[src/rtl/eu_cache_rd_arbiter_pkg.sv]
// Shared types for the execution-unit cache read arbiter: address/data types,
// the arbiter state enum, default sizing and a small index-wrap helper.
package pkg_dtypes;

  typedef logic [15:0] type_exec_unit_addr;
  typedef logic [31:0] type_exec_unit_data;

  typedef enum logic [1:0] {
    IDLE,
    ISSUE,
    BACKOFF
  } type_eu_rdarb_state;

  localparam int EU_RDARB_NUM_REQ_DEFAULT   = 4;
  localparam int EU_RDARB_MAX_RETRY_DEFAULT = 7;

  // Explicit wrap keeps non-power-of-2 requester counts from producing idx >= n.
  function automatic int eu_wrap_inc(input int idx, input int n);
    return (idx >= n - 1) ? 0 : idx + 1;
  endfunction

endpackage

[src/rtl/eu_rr_pick.sv]
// Combinational rotate-priority picker: first set, unmasked request at or
// above ptr, wrapping modulo N. Shared by the interconnect arbiters.
module eu_rr_pick #(
  parameter int N  = 4,
  parameter int IW = $clog2(N)
) (
  input  logic [N-1:0]  req,
  input  logic [N-1:0]  mask,
  input  logic [IW-1:0] ptr,
  output logic          found,
  output logic [IW-1:0] idx
);

  logic [N-1:0]  eligible;
  logic [IW-1:0] cand;
  int            pos;

  assign eligible = req & ~mask;

  always_comb begin
    found = 1'b0;
    idx   = '0;
    cand  = '0;
    pos   = 0;
    for (int i = 0; i < N; i++) begin
      pos = int'(ptr) + i;
      if (pos >= N) pos = pos - N;
      cand = IW'(pos);
      if (!found && eligible[cand]) begin
        found = 1'b1;
        idx   = cand;
      end
    end
  end

endmodule

[src/rtl/eu_cache_rd_arbiter.sv]
// Round-robin arbiter sharing one operand-cache read port between NUM_REQ
// requesters, with linear-backoff retry. Optional perf counters: EU_RDARB_PERF_EN.
module eu_cache_rd_arbiter
  import pkg_dtypes::*;
#(
  parameter int NUM_REQ   = EU_RDARB_NUM_REQ_DEFAULT,
  parameter int MAX_RETRY = EU_RDARB_MAX_RETRY_DEFAULT
) (
  input  logic                              clk,
  input  logic                              reset_n,
  input  logic               [NUM_REQ-1:0]  req_valid_i,
  input  type_exec_unit_addr [NUM_REQ-1:0]  req_addr_i,
  output logic               [NUM_REQ-1:0]  rsp_valid_o,
  output logic                              rsp_fail_o,
  output type_exec_unit_data                rsp_data_o,
  output type_exec_unit_addr                icon_raddr_o,
  output logic                              icon_rvalid_o,
  input  logic                              icon_rsuccess_i,
  input  type_exec_unit_data                icon_rdata_i,
  output logic                              busy_o
`ifdef EU_RDARB_PERF_EN
  ,
  output logic               [31:0]         perf_fail_cnt_o,
  output logic               [31:0]         perf_grant_cnt_o
`endif
);

  localparam int PW = $clog2(NUM_REQ);
  localparam int CW = $clog2(MAX_RETRY + 1);
  localparam logic [CW-1:0] RETRY_LIMIT = CW'(MAX_RETRY);

  type_eu_rdarb_state state;
  logic [PW-1:0]      rr_ptr;
  logic [PW-1:0]      grant;
  logic [PW-1:0]      grant_next;
  logic [CW-1:0]      retry_cnt;
  logic [CW-1:0]      retry_next;
  logic [CW-1:0]      bo_cnt;
  logic [NUM_REQ-1:0] grant_onehot;
  logic               pick_found;
  logic [PW-1:0]      pick_idx;

  // The requester being answered this cycle is masked out of the overlapping arbitration.
  eu_rr_pick #(
    .N  (NUM_REQ),
    .IW (PW)
  ) u_pick (
    .req   (req_valid_i),
    .mask  (rsp_valid_o),
    .ptr   (rr_ptr),
    .found (pick_found),
    .idx   (pick_idx)
  );

  assign retry_next    = retry_cnt + CW'(1);
  assign grant_next    = PW'(eu_wrap_inc(int'(grant), NUM_REQ));
  assign grant_onehot  = NUM_REQ'(1) << grant;
  assign icon_rvalid_o = (state == ISSUE);
  assign busy_o        = (state != IDLE);

  always_ff @(posedge clk or negedge reset_n) begin
    if (!reset_n) begin
      state        <= IDLE;
      rr_ptr       <= '0;
      grant        <= '0;
      retry_cnt    <= '0;
      bo_cnt       <= '0;
      icon_raddr_o <= '0;
      rsp_valid_o  <= '0;
      rsp_fail_o   <= 1'b0;
      rsp_data_o   <= '0;
    end else begin
      rsp_valid_o <= '0;
      rsp_fail_o  <= 1'b0;
      case (state)
        IDLE: begin
          if (pick_found) begin
            grant        <= pick_idx;
            icon_raddr_o <= req_addr_i[pick_idx];
            retry_cnt    <= '0;
            state        <= ISSUE;
          end
        end
        ISSUE: begin
          if (icon_rsuccess_i) begin
            rsp_data_o  <= icon_rdata_i;
            rsp_valid_o <= grant_onehot;
            rr_ptr      <= grant_next;
            state       <= IDLE;
          end else begin
            retry_cnt <= retry_next;
            if (retry_next == RETRY_LIMIT) begin
              rsp_valid_o <= grant_onehot;
              rsp_fail_o  <= 1'b1;
              rr_ptr      <= grant_next;
              state       <= IDLE;
            end else begin
              // Backoff after the n-th failure lasts n cycles.
              bo_cnt <= retry_next;
              state  <= BACKOFF;
            end
          end
        end
        BACKOFF: begin
          bo_cnt <= bo_cnt - CW'(1);
          if (bo_cnt == CW'(1)) state <= ISSUE;
        end
        default: state <= IDLE;
      endcase
    end
  end

`ifdef EU_RDARB_PERF_EN
  always_ff @(posedge clk or negedge reset_n) begin
    if (!reset_n) begin
      perf_fail_cnt_o  <= '0;
      perf_grant_cnt_o <= '0;
    end else begin
      if (state == ISSUE && !icon_rsuccess_i && perf_fail_cnt_o != '1)
        perf_fail_cnt_o <= perf_fail_cnt_o + 32'd1;
      if (state == IDLE && pick_found && perf_grant_cnt_o != '1)
        perf_grant_cnt_o <= perf_grant_cnt_o + 32'd1;
    end
  end
`endif

endmodule

[config.mk]
export PLATFORM = sky130hd
export DESIGN_NAME = eu_cache_rd_arbiter
export DESIGN_NICKNAME = d
export VERILOG_FILES = /design/src/rtl/eu_cache_rd_arbiter_pkg.sv /design/src/rtl/eu_rr_pick.sv /design/src/rtl/eu_cache_rd_arbiter.sv
export SDC_FILE = /design/constraint.sdc
export NUM_CORES = 1
export LEC_CHECK = 0
export BUFFER_PORTS_ARGS = -buffer_cell sky130_fd_sc_hd__buf_2
export CAP_MARGIN = 30
export CORE_ASPECT_RATIO = 1.5
export CORE_UTILIZATION = 30
export CTS_BUF_LIST = sky130_fd_sc_hd__clkbuf_8
export DETAILED_ROUTE_END_ITERATION = 8
export PLACE_DENSITY = 0.61
export SLEW_MARGIN = 10
export SYNTH_ARGS = -nofsm -noshare
export SYNTH_HDL_FRONTEND = slang
export SYNTH_SLANG_ARGS = --single-unit
export TNS_END_PERCENT = 20
[constraint.sdc]
create_clock -name clk -period 4.9 [get_ports clk]
set_input_delay 1.47 -clock clk [delete_from_list [all_inputs] [get_ports clk]]
set_output_delay 1.47 -clock clk [all_outputs]
set_load 0.005 [all_outputs]
==> impl_summary.log, run 1 <==
INFO  metric clock_network_latency_to_the_later_pin_of_the_worst_skew_pair = 0.34 ns
INFO  metric layout.cells.most_common_list = sky130_fd_sc_hd__buf_2 (157), sky130_fd_sc_hd__dfrtp_1 (65), sky130_fd_sc_hd__mux2_2 (34)
INFO  metric postSynthCellCount = 258
INFO  metric most_common_cell_after_layout_fill_and_taps_aside = sky130_fd_sc_hd__buf_2
INFO  metric fin_util = 0.414
INFO  metric place.gp.congestion = roughly 0.72
INFO  metric clk_root_buffer_cell = sky130_fd_sc_hd__clkbuf_8
INFO  metric design.core.area = 10600 um2
INFO  metric total_wirelength_of_the_detailed_routed_design = around 7500 um
INFO  metric critical_path_class = input pin to register
INFO  metric placement.cell_area = 4130 um2
INFO  metric max_freq = 326 MHz
INFO  metric final_layout_size_suffix_gt1_frac = 0.544
INFO  metric worst_setup_hold_path_clk_slew = 0.07 ns
INFO  metric synth.avg_cell_area = 12.7 um2
INFO  metric timing.max_cap.violations = 0
INFO  metric timing.final.setup_violations = 0
INFO  metric synth.top_cells.by_area = sky130_fd_sc_hd__dfrtp_1 (50%), sky130_fd_sc_hd__mux2_2 (12%), sky130_fd_sc_hd__mux2i_1 (10%), sky130_fd_sc_hd__o221ai_2 (4.1%), sky130_fd_sc_hd__ha_1 (3.1%)
INFO  metric pre_cts_slack = ~1.5 ns
INFO  metric die_height = 130 um
INFO  metric cts_tree = built
INFO  metric rsz0062_at_grt = false
INFO  metric power.ir.vdd_worst = about 0.00023 V
INFO  metric tightestPinTransition = ~0.85 ns
INFO  metric worstPathArrival = 3.24 ns
INFO  metric slew_violations = 0
INFO  metric skew = 0.00772 ns
INFO  metric number_of_sinks_handled_by_clock_tree_synthesis = 65
INFO  metric relative_max_transition_margin = 0.431
INFO  metric floorplan.die_area = 11300 um2
INFO  metric area_of_the_multi_input_gates = 1490 um2
INFO  metric class_of_the_worst_hold_path = register to register
INFO  metric critical_path_data_required_time = between 5 and 6 ns
INFO  metric min_period_over_period = 0.627
INFO  metric yosysTopAreaCell = sky130_fd_sc_hd__dfrtp_1
INFO  metric design.portCount = 158
INFO  metric critPathLaunchType = input pin
INFO  metric main_combinational_cell_family_by_area_after_synthesis = multiplexers
INFO  metric mux_share_of_post_synthesis_cell_area = 0.218
INFO  metric synth-xor-area-share = 0.00535
INFO  metric yosys.area.top_type_share = 0.497
INFO  metric cts.path.max_buffers = 2
INFO  metric number_of_warnings_reported_in_the_yosys_synthesis_log = 0
INFO  metric drc = 0
INFO  metric drtIter0Drc = 60
INFO  metric outcome = finished clean
INFO  metric numCtsBuffers = 9
INFO  metric synth.yosys.seq_area_share = 0.497
INFO  metric routed_via_density = 4.56
INFO  metric grt_remaining_overflow = 0
INFO  metric postSynthRegisterBits = 65
INFO  metric nets = roughly 530
INFO  metric first_global_vias = ~2500
INFO  metric cts_hold_repair.buffers = 0
INFO  metric layout.filler_cells = between 1000 and 1500
INFO  metric end_kind = register
INFO  metric first_pass_iters = 4
INFO  metric powerDensity = 587 nW/um2
INFO  metric gr-usage-all-layers = 0.131
INFO  metric maximum_number_of_pins_on_one_net_before_global_route_repair = 42
INFO  metric netlist-cell-type-count = 39
INFO  metric synth-adder-area-share = 0.0306
INFO  metric seq_area = 1630 um2
INFO  metric cts.repair_timing.setup_buffer_count = 0
INFO  metric post_cts.resized_instances = 0
INFO  metric vias = 2578
INFO  metric core.rowCount = 46
INFO  metric grt_pass1_wl = about 11000 um
INFO  metric post_dp_hpwl = 5790 um
INFO  metric clock_tree.htree_level_count = 3
INFO  metric postRouteAntennaNets = 0
INFO  metric antenna_found_initial = 0
INFO  metric totalNegativeSetupSlack = 0 ns
INFO  metric hold_viol = 0
INFO  metric synth_simple_gate_area_share = 0.0901
INFO  metric die_w = 87.3 um
INFO  metric cp_max_fo = 25
INFO  metric power.leakage = about 0.0023 uW
INFO  metric postSynthNetCount = 369
INFO  metric avgRoutedWirePerCell = 13.3 um
INFO  metric floorplan.initialDensity = 0.309
INFO  metric final_critical_path_setup_slack = around 1.8 ns
INFO  metric areaGrowthSynthToFinish = 33.7%
INFO  metric mappedNetlistArea = 3280 um2
INFO  metric numPortBuffers = 157
INFO  metric fin_area = 4380 um2
INFO  metric insertedDiodeCount = 0
INFO  metric compound_gate_portion_of_the_synthesized_area = 0.112
INFO  metric final_period_demand_of_the_worst_path = 3.07 ns
INFO  metric timing.hold.ws = between 0.4 and 0.5 ns
worst paths after layout:
kind / startpoint / endpoint / slack, ns / cells past startpoint
min in group asynchronous: reset_n / state[1]$_DFFE_PN0P_ / 1.02 / 1
max in group asynchronous: reset_n / bo_cnt[0]$_DFFE_PN0P_ / 3.01 / 3
worst max register to register: rsp_valid_o[1]$_DFF_PN0_ / icon_raddr_o[14]$_DFFE_PN0P_ / 2.68 / 4
worst min register to register: icon_raddr_o[1]$_DFFE_PN0P_ / icon_raddr_o[1]$_DFFE_PN0P_ / 0.48 / 2
worst max-delay path: req_valid_i[1] / icon_raddr_o[14]$_DFFE_PN0P_ / 1.83 / 5
worst min-delay path: icon_raddr_o[1]$_DFFE_PN0P_ / icon_raddr_o[1]$_DFFE_PN0P_ / 0.48 / 2
state kept, by name (all words and copies together) (netlist names):
register	flops
rsp_data_o	32
icon_raddr_o	16
rsp_valid_o	4
bo_cnt	3
retry_cnt	3
grant	2
rr_ptr	2
state	2
rsp_fail_o	1
power by group:
part | switching, uW | internal, uW
Combinational | 528 | 579
Clock | 202 | 312
Sequential | 158 | 792
Total | 887 | 1680
final cells by class:
class / count / area share
clock inverter: 5 / 0.0177
tap: 144 / 0.0411
clock buffer: 11 / 0.0346
timing repair buffer: 161 / 0.189
inverter: 6 / 0.00514
multi-input combinational: 173 / 0.341
sequential: 65 / 0.371
layer usage:
metal  global-route usage  part of all wire  vias up  wire length, um
met1                0.142              0.40     1213             2990
li1                     -                 -     1248                -
met4               0.0656             0.017        0              124
met2                0.229              0.52      107             3890
met5                    0                 0        -                0
met3               0.0392             0.068       10              508
critical path, cell delays in order:
cell and delay [ns]:
sky130_fd_sc_hd__buf_2 0.10, sky130_fd_sc_hd__nand2b_1 0.17, sky130_fd_sc_hd__a41o_2 0.51, sky130_fd_sc_hd__nand2b_1 0.73, sky130_fd_sc_hd__o221ai_1 0.25
logic make-up (layout without fill, tap and decap cells):
logic type               after synthesis  after routing
adder cells (fa/ha/maj)                8              8
multiplexers                          67             67
AO/OA/AOI/OAI                         40             40
XOR/XNOR                               2              2
buffers and inverters                 20            183
flip-flops                            65             65
AND/OR/NAND/NOR                       56             56
cells in the mapped netlist, drive strengths merged:
cell type   n
o22ai       1
or2         2
clkbuf      2
mux2       34
and2b       1
o21ai       8
a41o        1
nand2      23
inv         6
nand2b      7
nor3b       1
nor2        8
o41ai       1
nor2b       4
ha          8
or3b        1
o211ai      1
o21a        1
xnor2       1
and3b       1
mux2i      33
dfrtp      65
nor3        2
xor2        1
and2        4
o311ai      1
buf        12
a21o        2
nand3       2
a21oi       7
o221ai     17
per-stage QoR:
step	power, uW	cells
floorplan	1750	258
global placement	2040	548
detailed placement	2090	548
CTS	2630	564
global route	2780	565
finish	2570	565
No activity file was read; power rests on OpenSTA's default activity.
==> run 2, diff against run 1 <==
--- a/config.mk
+++ b/config.mk
@@ -5,6 +5,7 @@
 export SDC_FILE = /design/constraint.sdc
 export NUM_CORES = 1
 export LEC_CHECK = 0
+export ABC_AREA = 1
 export BUFFER_PORTS_ARGS = -buffer_cell sky130_fd_sc_hd__buf_2
 export CAP_MARGIN = 30
 export CORE_ASPECT_RATIO = 1.5
==> constraint.sdc (replaced) <==
create_clock -name clk -period 2.8 [get_ports clk]
set_input_delay 0.84 -clock clk [delete_from_list [all_inputs] [get_ports clk]]
set_output_delay 0.84 -clock clk [all_outputs]
set_load 0.005 [all_outputs]
==> run 2 against run 1 <==
Effect of this change: setup slack got worse by 1.2 ns; sequential power increased by 75%; combinational power increased to 3.0 times the previous value.
==> impl_summary.log, run 2 <==
INFO  metric mappedNetlistArea = 3780 um2
INFO  metric critical_path.max_stage_delay = 0.57 ns
INFO  metric global_route.peak_usage_layer = met2
INFO  metric layout.cells.most_common_list = sky130_fd_sc_hd__buf_2 (157), sky130_fd_sc_hd__nand2_1 (131), sky130_fd_sc_hd__inv_1 (91)
INFO  metric avgRoutedWirePerCell = 12.7 um
INFO  metric seq_power_share = 0.291
INFO  metric floorplan.initialDensity = 0.311
INFO  metric relative_max_transition_margin = 0.443
INFO  metric skew = 0.00569 ns
INFO  metric critical_path_data_required_time = a little over 3 ns
INFO  metric final_period_demand_of_the_worst_path = about 2.2 ns
INFO  metric synth-edff-count = 0
INFO  metric final_layout_size_suffix_gt1_frac = 0.361
INFO  metric number_of_sinks_handled_by_clock_tree_synthesis = 65
INFO  metric rsz0062_at_grt = false
INFO  metric die_height = 139 um
INFO  metric min_period_over_period = 0.789
INFO  metric most_common_cell_after_layout_fill_and_taps_aside = sky130_fd_sc_hd__buf_2
INFO  metric routed_via_density = 4.55
INFO  metric design.portCount = 158
INFO  metric postRouteAntennaNets = 0
INFO  metric nets = 738
INFO  metric floorplan.die_area = approximately 13000 um2
INFO  metric clock_tree.htree_level_count = 3
INFO  metric cts_tree = built
INFO  metric number_of_warnings_reported_in_the_yosys_synthesis_log = 0
INFO  metric power.share.switching = 0.468
INFO  metric max_freq = ~450 MHz
INFO  metric synth.avg_cell_area = around 8.0 um2
INFO  metric drtIter0Drc = 108
INFO  metric drc = 0
INFO  metric cell_internal_pwr = 3030 uW
INFO  metric placed_cells_incl_taps = 769
INFO  metric worst_setup_hold_path_clk_slew = 0.07 ns
INFO  metric ys_dominant_reg_cell = sky130_fd_sc_hd__dfrtp_1
INFO  metric place.gp.congestion = 0.875
INFO  metric synth.top_cells.by_area = sky130_fd_sc_hd__dfrtp_1 (43%), sky130_fd_sc_hd__nand2_1 (13%), sky130_fd_sc_hd__nand3_1 (10%), sky130_fd_sc_hd__mux2_2 (9.5%), sky130_fd_sc_hd__inv_1 (8.8%)
INFO  metric clock_power_share = 0.120
INFO  metric power.leakage = 0.00281 uW
INFO  metric insertedDiodeCount = 0
INFO  metric timing.final.setup_violations = 0
INFO  metric numPortBuffers = 157
INFO  metric met1_usage = 0.160
INFO  metric gr-usage-all-layers = 0.158
INFO  metric core.rowCount = 49
INFO  metric grt_util_met3 = 0.0306
INFO  metric areaGrowthSynthToFinish = 27.9%
INFO  metric postSynthRegisterBits = 65
INFO  metric clk_root_buffer_cell = sky130_fd_sc_hd__clkbuf_8
INFO  metric cts.path.max_buffers = 2
INFO  metric power.ir.vdd_worst = 0.000508 V
INFO  metric critical-path-top-cell-by-count = sky130_fd_sc_hd__nand3_1
INFO  metric yosysTopAreaCell = sky130_fd_sc_hd__dfrtp_1
INFO  metric yosys.area.top_type_share = 0.430
INFO  metric cp_max_fo = 18
INFO  metric maximum_number_of_pins_on_one_net_before_global_route_repair = 66
INFO  metric cts_hold_repair.buffers = 0
INFO  metric total_wirelength_of_the_detailed_routed_design = between 9000 and 10000 um
INFO  metric outcome = finished clean
INFO  metric numCtsBuffers = 9
INFO  metric grt_remaining_overflow = 0
INFO  metric groute.layer.met2.usage = 0.297
INFO  metric synth_commonest_cells = sky130_fd_sc_hd__nand2_1 (131), sky130_fd_sc_hd__inv_1 (89), sky130_fd_sc_hd__nand3_1 (77)
INFO  metric yosysMostFrequentCell = sky130_fd_sc_hd__nand2_1
INFO  metric clock_network_latency_to_the_later_pin_of_the_worst_skew_pair = 0.35 ns
INFO  metric layout.filler_cells = 1242
INFO  metric antenna_found_initial = 0
INFO  metric class_of_the_worst_hold_path = register to register
INFO  metric postSynthCellCount = roughly 470
INFO  metric hold_viol = 0
INFO  metric worstPathArrival = 2.44 ns
INFO  metric first_pass_iters = 4
INFO  metric timing.max_cap.violations = 0
INFO  metric die_w = 93.7 um
INFO  metric regMostFlops = rsp_data_o
INFO  metric post_dp_hpwl = 7570 um
INFO  metric first_global_vias = 3533
INFO  metric post_cts.resized_instances = 0
INFO  metric totalNegativeSetupSlack = 0 ns
INFO  metric cp_cell_sequence = nand3_1 > nand3_1 > nand2_2 > nand3_4 > nor2_1 > nor2_4 > inv_1 > buf_4 > nand2_1 > o21ai_0
INFO  metric fin_util = 0.398
INFO  metric cts.repair_timing.setup_buffer_count = 0
INFO  metric cpMaxStageDelayCell = sky130_fd_sc_hd__dfrtp_1
INFO  metric fin_cells = approximately 780
INFO  metric share_of_power_burned_in_combinational_logic = 0.589
INFO  metric netlist-cell-type-count = 29
INFO  metric critical_path_class = register to register
INFO  metric end_kind = register
INFO  metric largest_register_ffs = 32
INFO  metric slew_violations = 0
INFO  metric design.core.area = 12100 um2
INFO  metric critPathLaunchType = register
INFO  metric powerDensity = 1180 nW/um2
INFO  metric postSynthNetCount = just under 600
INFO  metric grt_pass1_wl = about 16000 um
INFO  metric largest_registers = rsp_data_o: 32 flops, icon_raddr_o: 16 flops, rsp_valid_o: 4 flops
INFO  metric async_reset_ff_frac = 1.00
INFO  metric tightestPinTransition = around 0.84 ns
INFO  metric netSwitchingPower = 2660 uW
INFO  metric synth.yosys.seq_area_share = 0.430
INFO  metric fin_total_pwr = ~5700 uW
INFO  metric vias = 3564
## run 2: power groups by stage
stage	combinational, uW	clock [uW]	sequential (uW)
floorplan	2500	0	1650
global placement	3300	0	1660
detailed placement	3390	0	1670
CTS	3390	715	1660
global route	3790	752	1710
finish	3350	683	1660
## run 2: logic make-up (layout without fill, tap and decap cells)
logic type                 after synthesis  count (layout)  share of synthesized area
muxes                                   32              32                     0.0953
buffers and inverters                  109             268                      0.123
adders and majority gates                8               8                     0.0265
AOI/OAI and AO/OA                       17              17                     0.0298
and+or+nand+nor                        240             240                      0.292
DFF                                     65              65                      0.430
xor gates and xnor gates                 1               1                    0.00232
## run 2: through the flow
stage	hold slack [ns]	cell area (um2)	setup slack [ns]
CTS	0.484	4830	0.561
detailed placement	0.461	4670	0.257
finish	0.487	4830	0.589
global route	0.514	4830	0.358
global placement	0.469	4670	0.308
floorplan	0.472	3780	0.793
## run 2: critical path, delay by kind of cell (launching register included)
kind,cells,cell delay [ns]
AND/OR/NAND/NOR,7,1.06
flip-flops,1,0.57
buffers and inverters,2,0.38
AO/OA/AOI/OAI,1,0.07
## run 2: worst paths after layout
check	startpoint	slack, ns	cells after the start	end
worst max-delay path	rr_ptr[0]$_DFFE_PN0P_	0.59	10	grant[0]$_DFFE_PN0P_
worst min-delay path	icon_raddr_o[12]$_DFFE_PN0P_	0.49	2	icon_raddr_o[12]$_DFFE_PN0P_
worst max register to register	rr_ptr[0]$_DFFE_PN0P_	0.59	10	grant[0]$_DFFE_PN0P_
worst min register to register	icon_raddr_o[12]$_DFFE_PN0P_	0.49	2	icon_raddr_o[12]$_DFFE_PN0P_
max in group asynchronous	reset_n	1.57	2	icon_raddr_o[13]$_DFFE_PN0P_
min in group asynchronous	reset_n	0.69	2	rsp_valid_o[3]$_DFF_PN0_
## run 2: cell type report
class                      count  area [um2]  share of cell area
multi-input combinational    298        1690               0.349
sequential                    65        1630               0.336
timing repair buffer         162         823               0.170
inverter                      91         344              0.0712
tap                          153         191              0.0396
clock buffer                  10         138              0.0285
clock inverter                 5        25.0             0.00518
## run 2: per-layer routing
metal  up-vias  share of wire
li1       1773              -
met1      1644           0.38
met2       129           0.54
met3        18          0.055
met4         0          0.026
met5         -              0
==> run 3, diff against run 2 <==
==> constraint.sdc (replaced) <==
create_clock -name clk -period 1.9 [get_ports clk]
set_input_delay 0.57 -clock clk [delete_from_list [all_inputs] [get_ports clk]]
set_output_delay 0.57 -clock clk [all_outputs]
set_load 0.005 [all_outputs]
==> run 3 against run 2 <==
Effect of this change: design area increased by 11%; power increased by 81%; die area unchanged; via count increased by 5.8%; core utilization increased by 4.3 points; worst hold slack got worse by 0.27 ns; the flow now finishes with violations (negative setup slack); final cell count increased by 3.2%; largest cell class unchanged; sequential power increased by 46%; critical path type unchanged; register-to-register slack got worse by 0.63 ns; largest power group unchanged; highest routed layer unchanged; non-clock buffer count increased by 24; combinational power increased by 100%; clock-buffer cell count increased by 1.
==> impl_summary.log, run 3 (synthesis gave the netlist of run 2 again) <==
INFO  metric outcome = finished, violations left
INFO  metric failing_checks = negative setup slack
INFO  metric fin_total_pwr = 10300 uW
INFO  metric class_of_the_worst_hold_path = input pin to asynchronous set/reset pin
INFO  metric gr-usage-all-layers = 0.167
INFO  metric die_height = 139 um
INFO  metric worst_setup_hold_path_clk_slew = 0.07 ns
INFO  metric wl_met3 = 606 um
INFO  metric placement.cell_area = about 4900 um2
INFO  metric design.portCount = 158
INFO  metric routed_via_density = ~4.7
INFO  metric totalNegativeSetupSlack = -0.266 ns
INFO  metric floorplan.initialDensity = 0.311
INFO  metric placed_cells_incl_taps = 782
INFO  metric max_freq = 515 MHz
INFO  metric clock_network_latency_to_the_later_pin_of_the_worst_skew_pair = 0.34 ns
INFO  metric die_w = 93.7 um
INFO  metric tightestPinTransition = 0.374 ns
INFO  metric floorplan.die_area = 13100 um2
INFO  metric final_period_demand_of_the_worst_path = 1.94 ns
INFO  metric antenna_found_initial = 1
INFO  metric fin_area = 5350 um2
INFO  metric nets = between 700 and 800
INFO  metric timing.final.setup_violations = 11
INFO  metric powerDensity = between 1500 and 2000 nW/um2
INFO  metric drtIter0Drc = 114
INFO  metric number_of_sinks_handled_by_clock_tree_synthesis = 65
INFO  metric cell_internal_pwr = 5860 uW
INFO  metric fin_util = 0.441
INFO  metric power.ir.vdd_worst = 0.000666 V
INFO  metric first_pass_iters = 4
INFO  metric final_layout_size_suffix_gt1_frac = 0.437
INFO  metric layout.filler_cells = 1234
INFO  metric power.leakage = 0.00304 uW
INFO  metric final_critical_path_setup_slack = -0.0418 ns
INFO  metric share_of_power_burned_in_combinational_logic = 0.650
INFO  metric critical_path_class = register to register
INFO  metric end_kind = register
INFO  metric avgRoutedWirePerCell = between 10 and 15 um
INFO  metric layout.cells.most_common_list = sky130_fd_sc_hd__buf_2 (157), sky130_fd_sc_hd__nand2_1 (115), sky130_fd_sc_hd__inv_1 (90)
INFO  metric regMostFlops = rsp_data_o
INFO  metric areaGrowthSynthToFinish = 41.6%
INFO  metric rsz0062_at_grt = true
INFO  metric worstPathArrival = between 2 and 2.5 ns
INFO  metric clock_tree.htree_level_count = 3
INFO  metric grt_remaining_overflow = 0
INFO  metric largest_registers = rsp_data_o: 32 flops, icon_raddr_o: 16 flops, rsp_valid_o: 4 flops
INFO  metric postRouteAntennaNets = 0
INFO  metric place.gp.congestion = 0.901
INFO  metric core.rowCount = 49
INFO  metric relative_max_transition_margin = 0.751
INFO  metric cts.path.max_buffers = 2
INFO  metric slew_violations = 0
INFO  metric cts_hold_repair.buffers = 0
INFO  metric highest_routing_layer_actually_used = met4
INFO  metric drt-met1-wl = 3940 um
INFO  metric drc = 0
INFO  metric clk_root_buffer_cell = sky130_fd_sc_hd__clkbuf_8
INFO  metric cts_tree = built
INFO  metric grt_pass1_wl = 17100 um
INFO  metric post_dp_hpwl = 7950 um
INFO  metric min_period_over_period = 1.02
INFO  metric power.share.switching = 0.431
INFO  metric largest_register_ffs = 32
INFO  metric timing.max_cap.violations = 0
INFO  metric seq_power_share = 0.235
INFO  metric vias = 3769
INFO  metric hold_viol = 0
INFO  metric first_global_vias = 3847
INFO  metric skew = 0.00469 ns
INFO  metric wl_met2 = 5850 um
INFO  metric critical_path_data_required_time = between 2 and 2.5 ns
INFO  metric netSwitchingPower = 4450 uW
INFO  metric total_wirelength_of_the_detailed_routed_design = 10700 um
INFO  metric maximum_number_of_pins_on_one_net_before_global_route_repair = 66
INFO  metric most_common_cell_after_layout_fill_and_taps_aside = sky130_fd_sc_hd__buf_2
INFO  metric numCtsBuffers = 9
INFO  metric design.core.area = 12100 um2
INFO  metric numPortBuffers = 157
INFO  metric fin_cells = 809
INFO  metric critPathLaunchType = register
INFO  metric cp_max_fo = 16
INFO  metric clock_power_share = 0.114
run 3: area by class of cell:
cell class	instances	area [um2]	area share
sequential	65	1630	0.304
clock inverter	4	43.8	0.00818
timing repair buffer	186	1170	0.218
clock buffer	11	151	0.0283
antenna	1	2.50	0.000468
tap	153	191	0.0358
inverter	91	347	0.0648
multi-input combinational	298	1820	0.340
run 3: critical path: stages (launching register included):
cell and delay [ns]:
sky130_fd_sc_hd__dfrtp_2 0.47, sky130_fd_sc_hd__inv_4 0.12, sky130_fd_sc_hd__nand3_2 0.12, sky130_fd_sc_hd__nand3_1 0.10, sky130_fd_sc_hd__nand2_2 0.12, sky130_fd_sc_hd__nand3_1 0.17, sky130_fd_sc_hd__nand2_2 0.10, sky130_fd_sc_hd__nor2_2 0.16
sky130_fd_sc_hd__nor2_4 0.06, sky130_fd_sc_hd__buf_12 0.15, sky130_fd_sc_hd__nand3_1 0.09, sky130_fd_sc_hd__nand2_1 0.06, sky130_fd_sc_hd__nand2_1 0.06, sky130_fd_sc_hd__nand2_1 0.05
run 3: final timing paths:
kind	start	depth (start not counted)	to	slack, ns
min	reset_n	2	rsp_valid_o[0]$_DFF_PN0_	0.22
max reg2reg	rr_ptr[0]$_DFFE_PN0P_	13	icon_raddr_o[11]$_DFFE_PN0P_	-0.04
min in group clk	icon_rdata_i[9]	2	rsp_data_o[9]$_DFFE_PN0P_	0.45
max in group asynchronous	reset_n	2	rsp_data_o[8]$_DFFE_PN0P_	1.36
min reg2reg	icon_raddr_o[12]$_DFFE_PN0P_	2	icon_raddr_o[12]$_DFFE_PN0P_	0.48
max	rr_ptr[0]$_DFFE_PN0P_	13	icon_raddr_o[11]$_DFFE_PN0P_	-0.04
run 3: metal layers:
metal,up-vias,global-route usage
li1,1818,-
met1,1786,0.165
met2,139,0.320
met3,26,0.0344
met4,0,0.0777
met5,-,0
run 3: through the flow:
step | worst slack, ns | hold slack (ns)
finish | -0.0418 | 0.216
detailed placement | -0.252 | 0.469
CTS | -0.00185 | 0.240
global route | -0.186 | 0.248
floorplan | 0.163 | 0.274
global placement | -0.146 | 0.462
run 3: what timing repair did:
action	CTS	global route
gates cloned	0	3
hold endpoints to repair	0	0
resized for setup	8	35
endpoints found under the setup margin	16	24
buffers inserted	7	1
pin swaps	3	9
run 3: power groups by stage:
stage | registers [uW] | clock network, uW | logic [uW]
2_1_floorplan | 2430 | 0 | 3690
3_5_place_dp | 2440 | 0 | 5710
3_3_place_gp | 2420 | 0 | 5600
5_1_grt | 2510 | 1280 | 7420
4_1_cts | 2420 | 1230 | 6020
6_report | 2430 | 1180 | 6700
